## src/rtl/regfile_2r1w_pkg.sv

```systemverilog
// Shared MIPS32 datapath constants for the register file and its read ports.
// Build option: REGFILE_BYPASS_EN enables same-cycle write-to-read forwarding.
package regfile_2r1w_pkg;

  localparam int unsigned REG_NUM_W = 5;
  localparam int unsigned WORD_W    = 32;
  localparam logic [REG_NUM_W-1:0] REG_ZERO = 5'd0;

  typedef logic [REG_NUM_W-1:0] reg_num_t;
  typedef logic [WORD_W-1:0]    word_t;

endpackage

```

## src/rtl/regfile_2r1w_if.sv

```systemverilog
// Register-file access bundle: two read address/data pairs plus the write port.
interface regfile_2r1w_if #(
  parameter int unsigned DATA_W = 32,
  parameter int unsigned ADDR_W = 5
);

  logic [ADDR_W-1:0] rna;
  logic [ADDR_W-1:0] rnb;
  logic [DATA_W-1:0] qa;
  logic [DATA_W-1:0] qb;
  logic [ADDR_W-1:0] wn;
  logic [DATA_W-1:0] d;
  logic              we;

  modport master (
    output rna, rnb, wn, d, we,
    input  qa, qb
  );

  modport slave (
    input  rna, rnb, wn, d, we,
    output qa, qb
  );

endinterface

```

## src/rtl/regfile_2r1w_rdport.sv

```systemverilog
// One combinational read port: $0 reads as zero, optional forwarding of the
// in-flight write when REGFILE_BYPASS_EN is defined.
module regfile_rdport #(
  parameter int unsigned DATA_W = 32,
  parameter int unsigned ADDR_W = 5
) (
  input  logic [ADDR_W-1:0] rn_i,
  input  logic [DATA_W-1:0] regs_i [1:(2**ADDR_W)-1],
  input  logic              byp_we_i,
  input  logic [ADDR_W-1:0] byp_wn_i,
  input  logic [DATA_W-1:0] byp_d_i,
  output logic [DATA_W-1:0] q_o
);

`ifdef REGFILE_BYPASS_EN
  always_comb begin
    q_o = '0;
    if (rn_i != '0) begin
      // Write data wins over stored data so WB results reach ID in one cycle.
      if (byp_we_i && (rn_i == byp_wn_i)) begin
        q_o = byp_d_i;
      end else begin
        q_o = regs_i[rn_i];
      end
    end
  end
`else
  logic unused_byp;
  assign unused_byp = ^{byp_we_i, byp_wn_i, byp_d_i};

  always_comb begin
    q_o = '0;
    if (rn_i != '0) begin
      q_o = regs_i[rn_i];
    end
  end
`endif

endmodule

```

## src/rtl/regfile_2r1w.sv

```systemverilog
// 32 x 32 MIPS32 register file: two asynchronous reads, one rising-edge write,
// $0 hardwired to zero. Build option: REGFILE_BYPASS_EN (write forwarding).
module regfile_2r1w
  import regfile_2r1w_pkg::*;
#(
  parameter int unsigned DATA_W = WORD_W,
  parameter int unsigned ADDR_W = REG_NUM_W
) (
  input logic           clk,
  input logic           clrn,
  regfile_2r1w_if.slave rf
);

  localparam int unsigned DEPTH = 2 ** ADDR_W;

  // No storage for $0: the array starts at entry 1.
  logic [DATA_W-1:0] regs_q [1:DEPTH-1];
  logic [DATA_W-1:0] regs_d [1:DEPTH-1];
  logic              wr_en;

  assign wr_en = rf.we && (rf.wn != '0);

  always_comb begin
    regs_d = regs_q;
    if (wr_en) begin
      regs_d[rf.wn] = rf.d;
    end
  end

  always_ff @(posedge clk or negedge clrn) begin
    if (!clrn) begin
      regs_q <= '{default: '0};
    end else begin
      regs_q <= regs_d;
    end
  end

  // Forwarding is qualified by clrn so reads stay zero throughout reset.
  logic byp_we;
  assign byp_we = rf.we && clrn;

  regfile_rdport #(
    .DATA_W (DATA_W),
    .ADDR_W (ADDR_W)
  ) u_rdport_a (
    .rn_i     (rf.rna),
    .regs_i   (regs_q),
    .byp_we_i (byp_we),
    .byp_wn_i (rf.wn),
    .byp_d_i  (rf.d),
    .q_o      (rf.qa)
  );

  regfile_rdport #(
    .DATA_W (DATA_W),
    .ADDR_W (ADDR_W)
  ) u_rdport_b (
    .rn_i     (rf.rnb),
    .regs_i   (regs_q),
    .byp_we_i (byp_we),
    .byp_wn_i (rf.wn),
    .byp_d_i  (rf.d),
    .q_o      (rf.qb)
  );

endmodule

```

## src/flat_wrapper.sv

```systemverilog
// flat-port wrapper written by rule: the top's interface ports become plain ports
module regfile_2r1w_flat import regfile_2r1w_pkg::*;
#(
  parameter int unsigned DATA_W = WORD_W,
  parameter int unsigned ADDR_W = REG_NUM_W
)
  (clk, clrn, rf_rna, rf_rnb, rf_wn, rf_d, rf_we, rf_qa, rf_qb);
  regfile_2r1w_if #(.DATA_W(DATA_W), .ADDR_W(ADDR_W)) rf_i ();
  input logic clk;
  input logic clrn;
  input wire logic [$bits(rf_i.rna)-1:0] rf_rna;
  input wire logic [$bits(rf_i.rnb)-1:0] rf_rnb;
  input wire logic [$bits(rf_i.wn)-1:0] rf_wn;
  input wire logic [$bits(rf_i.d)-1:0] rf_d;
  input wire logic [$bits(rf_i.we)-1:0] rf_we;
  output wire logic [$bits(rf_i.qa)-1:0] rf_qa;
  output wire logic [$bits(rf_i.qb)-1:0] rf_qb;
  assign rf_i.rna = rf_rna;
  assign rf_i.rnb = rf_rnb;
  assign rf_i.wn = rf_wn;
  assign rf_i.d = rf_d;
  assign rf_i.we = rf_we;
  assign rf_qa = rf_i.qa;
  assign rf_qb = rf_i.qb;
  regfile_2r1w #(.DATA_W(DATA_W), .ADDR_W(ADDR_W)) u_core (.clk(clk), .clrn(clrn), .rf(rf_i));
endmodule
```

## config.mk

```make
export PLATFORM = sky130hd
export DESIGN_NAME = regfile_2r1w_flat
export DESIGN_NICKNAME = d
export VERILOG_FILES = /design/src/rtl/regfile_2r1w_pkg.sv /design/src/rtl/regfile_2r1w_if.sv /design/src/rtl/regfile_2r1w_rdport.sv /design/src/rtl/regfile_2r1w.sv /design/src/flat_wrapper.sv
export SDC_FILE = /design/constraint.sdc
export NUM_CORES = 2
export LEC_CHECK = 0
export ABC_AREA = 1
export ABC_CLOCK_PERIOD_IN_PS = 2000
export CORE_UTILIZATION = 28
export CTS_CLUSTER_SIZE = 25
export DETAILED_ROUTE_END_ITERATION = 7
export PLACE_DENSITY = 0.4
export REMOVE_ABC_BUFFERS = 1
export SETUP_SLACK_MARGIN = 0.4
export SLEW_MARGIN = 15
export SYNTH_ARGS = -nofsm -noshare
export SYNTH_HDL_FRONTEND = slang
export SYNTH_SLANG_ARGS = --single-unit
```

## constraint.sdc

```tcl
create_clock -name clk -period 2 [get_ports clk]
set_input_delay 0.4 -clock clk [delete_from_list [all_inputs] [get_ports clk]]
set_output_delay 0.4 -clock clk [all_outputs]
set_load 0.005 [all_outputs]
```

==> results.json <==
{
  "p_per_area_nw_per_um2": 943.7,
  "gp_congestion": 0.8656,
  "setup_viol": 64,
  "cts.sinks": 992,
  "cts_tree": "built",
  "clkLatencyLatePin_ps": 780,
  "clock_path_buffers": 3,
  "hold_viol_final": 0,
  "overflow": 0,
  "cts-root-buf": "clkbuf_16",
  "combPwrFrac_pct": 23.6,
  "rsz0062_at_grt": "true",
  "rr_worst_depth": 4,
  "vias": 58150,
  "largestRegisters": "u_core.regs_q (992)",
  "drt_wl_total_um": 272000,
  "grt_start_max_net_pins": 90,
  "final_nets": 8665,
  "yosysWarnings": 0,
  "setup_tns_ps": -20260,
  "grt_pass1_wl_um": 398200,
  "drive_above_1_share_pct": 19.90,
  "grtUsageTotal_pct": 26.98,
  "wl_per_cell_um": 23.94,
  "fillerInstances": 20880,
  "regMostFlops": "u_core.regs_q",
  "worstSetupStartpointType": "register",
  "dieArea_um2": 200500,
  "switching_share_pct": 32.44,
  "holdWs_ps": 72.33,
  "synth-adder-area-share_pct": 0,
  "slowest_stage": "dfrtp_1",
  "vias_per_cell": 5.118,
  "synthSimpleGateAreaFrac_pct": 35.07,
  "ioPinCount": 114,
  "drc_errors": 0,
  "slew_headroom_pct": 60.96,
  "max_stage_delay_ps": 380,
  "outcome": "finished with violations",
  "finalWorstSetupSlack_ps": -412.9,
  "drv_slew": 0,
  "die_h_um": 447.7,
  "switchingPower_mw": 22.63,
  "die_w_um": 447.7,
  "violations": "negative setup slack",
  "htreeDepth": 4,
  "synth.avg_cell_area_um2": 6.749,
  "postSynthCellCount": 8243,
  "syn_area_um2": 55630,
  "reg2reg_slack_ps": 1100,
  "drt_pass1_iterations": 6,
  "area_growth_pct": 32.89,
  "seqPwrFrac_pct": 38.7,
  "pre_cts_slack_ps": -768.6,
  "hpwl_um": 177400,
  "worstSetupEndpointType": "primary output",
  "period_minus_slack_ps": 2413,
  "synthMuxAreaShare_pct": 0,
  "r2r-end": "u_core.regs_q[856]$_DFFE_PN0P_",
  "drt_iter0_drc": 5479,
  "antenna_left": 0,
  "multi_input_area_um2": 27660,
  "ys_types": 17,
  "power.internal_mw": 47.13,
  "seq_area_frac_synth_pct": 44.62,
  "start_util_pct": 28.18,
  "path_class": "register to primary output",
  "fmax_mhz": 414.4,
  "ys_ff_latch": 992,
  "drv_cap": 0,
  "cts_buffers": 134,
  "power.share.clock_pct": 37.8,
  "total_power_mw": 69.76,
  "crit_path_start": "u_core.regs_q[380]$_DFFE_PN0P_",
  "cp_max_fo": 2,
  "period_share_pct": 120.6,
  "seq_area_um2": 24820,
  "cp_cell_sequence": "buf_4, nor2_1, a21oi_1, nand3_1, nand3_1, nand3_1, nand2_1, buf_2",
  "grt_pass1_vias": 56570,
  "holdCritPathClass": "input port to asynchronous set/reset pin",
  "largest_register_ff_count": 992,
  "power_leakage_nw": 34.68,
  "crit_end": "rf_qa[28]",
  "regToRegStartpoint": "u_core.regs_q[856]$_DFFE_PN0P_",
  "synth_compound_area_share_pct": 11.23,
  "tightest_slew_ps": 585.6,
  "port_buffers": 113,
  "cp_data_arrival_time_ps": 2010,
  "skew_ps": 0,
  "fp-row-count": 163,
  "crit_top_cell": "nand3_1",
  "core_area_um2": 197400,
  "path_clk_slew_ps": 60,
  "antenna_found_initial": 3,
  "ir_drop_mv": 0.5737,
  "synth-xor-area-share_pct": 0,
  "cp.required_ps": 1600,
  "synth_top_family_by_area": "simple AND/OR/NAND/NOR gates"
}
[power by group through the flow]
stage / Combinational, mW / Clock (mW) / Sequential (mW)
6_report: 16.4 / 26.4 / 27.0
4_1_cts: 15.8 / 27.0 / 26.8
3_5_place_dp: 15.0 / 0 / 27.1
3_3_place_gp: 14.8 / 0 / 27.0
5_1_grt: 18.5 / 27.7 / 27.4
2_1_floorplan: 8.85 / 0 / 26.4
[cells by family after synthesis]
family | Yosys count
AO/OA/AOI/OAI | 1248
buffers and inverters | 1317
flip-flops | 992
AND/OR/NAND/NOR | 4686
[cell usage after synthesis]
cell type | number | area share (%)
nand3_1 | 1476 | 13
clkinv_1 | 1 | 0.0067
nor3_2 | 4 | 0.072
a21oi_1 | 416 | 3.7
inv_2 | 5 | 0.034
nor2_1 | 290 | 2.0
nand2_1 | 2897 | 20
o21ai_0 | 801 | 7.2
buf_2 | 86 | 0.77
inv_1 | 623 | 4.2
nor2_2 | 15 | 0.17
dfrtp_1 | 992 | 45
or2_1 | 1 | 0.011
buf_1 | 54 | 0.36
o21ai_1 | 31 | 0.28
clkbuf_1 | 548 | 3.7
nand4_1 | 3 | 0.034
[area by class of cell]
class / count / area share (%)
clock inverters: 47 / 0.9868
diodes: 2 / 0.006770
clock buffers: 194 / 5.475
multi-input cells: 5934 / 37.42
well taps: 2640 / 4.468
flip-flops and latches: 992 / 33.58
repair buffers: 924 / 14.81
inverters: 629 / 3.251
[placed cells by master, fill, tap and decap left out, types with 181 or more instances in the layout]
cell     count
nand2_1   2707
inv_1      440
nand3_2    201
dfrtp_1    992
a21oi_1    399
nor2_1     281
buf_12     275
inv_2      181
o21ai_0    801
buf_4      500
nand3_1   1270
[timing repair]
action	in CTS	in global routing
cloned	3	2
hold buffers	1	0
endpoints found under the hold margin	664	0
pin swaps	322	238
gates resized for setup	601	338
buffers inserted	81	44
setup endpoints to repair	64	64
[how the worst min path moves through the flow]
stage | start | to | slack, ps
after detailed placement | clrn | u_core.regs_q[360]$_DFFE_PN0P_ | 300
after global routing | clrn | u_core.regs_q[360]$_DFFE_PN0P_ | 50
final | clrn | u_core.regs_q[360]$_DFFE_PN0P_ | 70
after floorplan | clrn | u_core.regs_q[0]$_DFFE_PN0P_ | 100
after CTS | clrn | u_core.regs_q[360]$_DFFE_PN0P_ | 20
after global placement | clrn | u_core.regs_q[360]$_DFFE_PN0P_ | 300
[worst max-delay path: cells and delay by family, from the launching register on]
kind	cells	cell delay (ps)
buffers and inverters	2	280
flip-flops	1	380
AND/OR/NAND/NOR	5	490
AO/OA/AOI/OAI	1	70
[per-stage QoR]
| step | instance area [um^2] | util [%] | cells |
|---|---|---|---|
| 6_report | 73920 | 37.44 | 11360 |
| 3_5_place_dp | 66210 | 33.54 | 10990 |
| 3_3_place_gp | 66210 | 33.54 | 10990 |
| 4_1_cts | 72480 | 36.71 | 11310 |
| 2_1_floorplan | 52940 | - | 7555 |
| 5_1_grt | 73920 | 37.44 | 11360 |
[routing by layer]
layer / track usage, % / vias to the layer above / wire [um]
met5: 0 / - / 13
met4: 10.42 / 2 / 11320
met3: 3.117 / 500 / 14750
met2: 44.75 / 2062 / 128000
met1: 35.76 / 28370 / 117900
li1: - / 27220 / -
(Power assumes the default switching activity.)
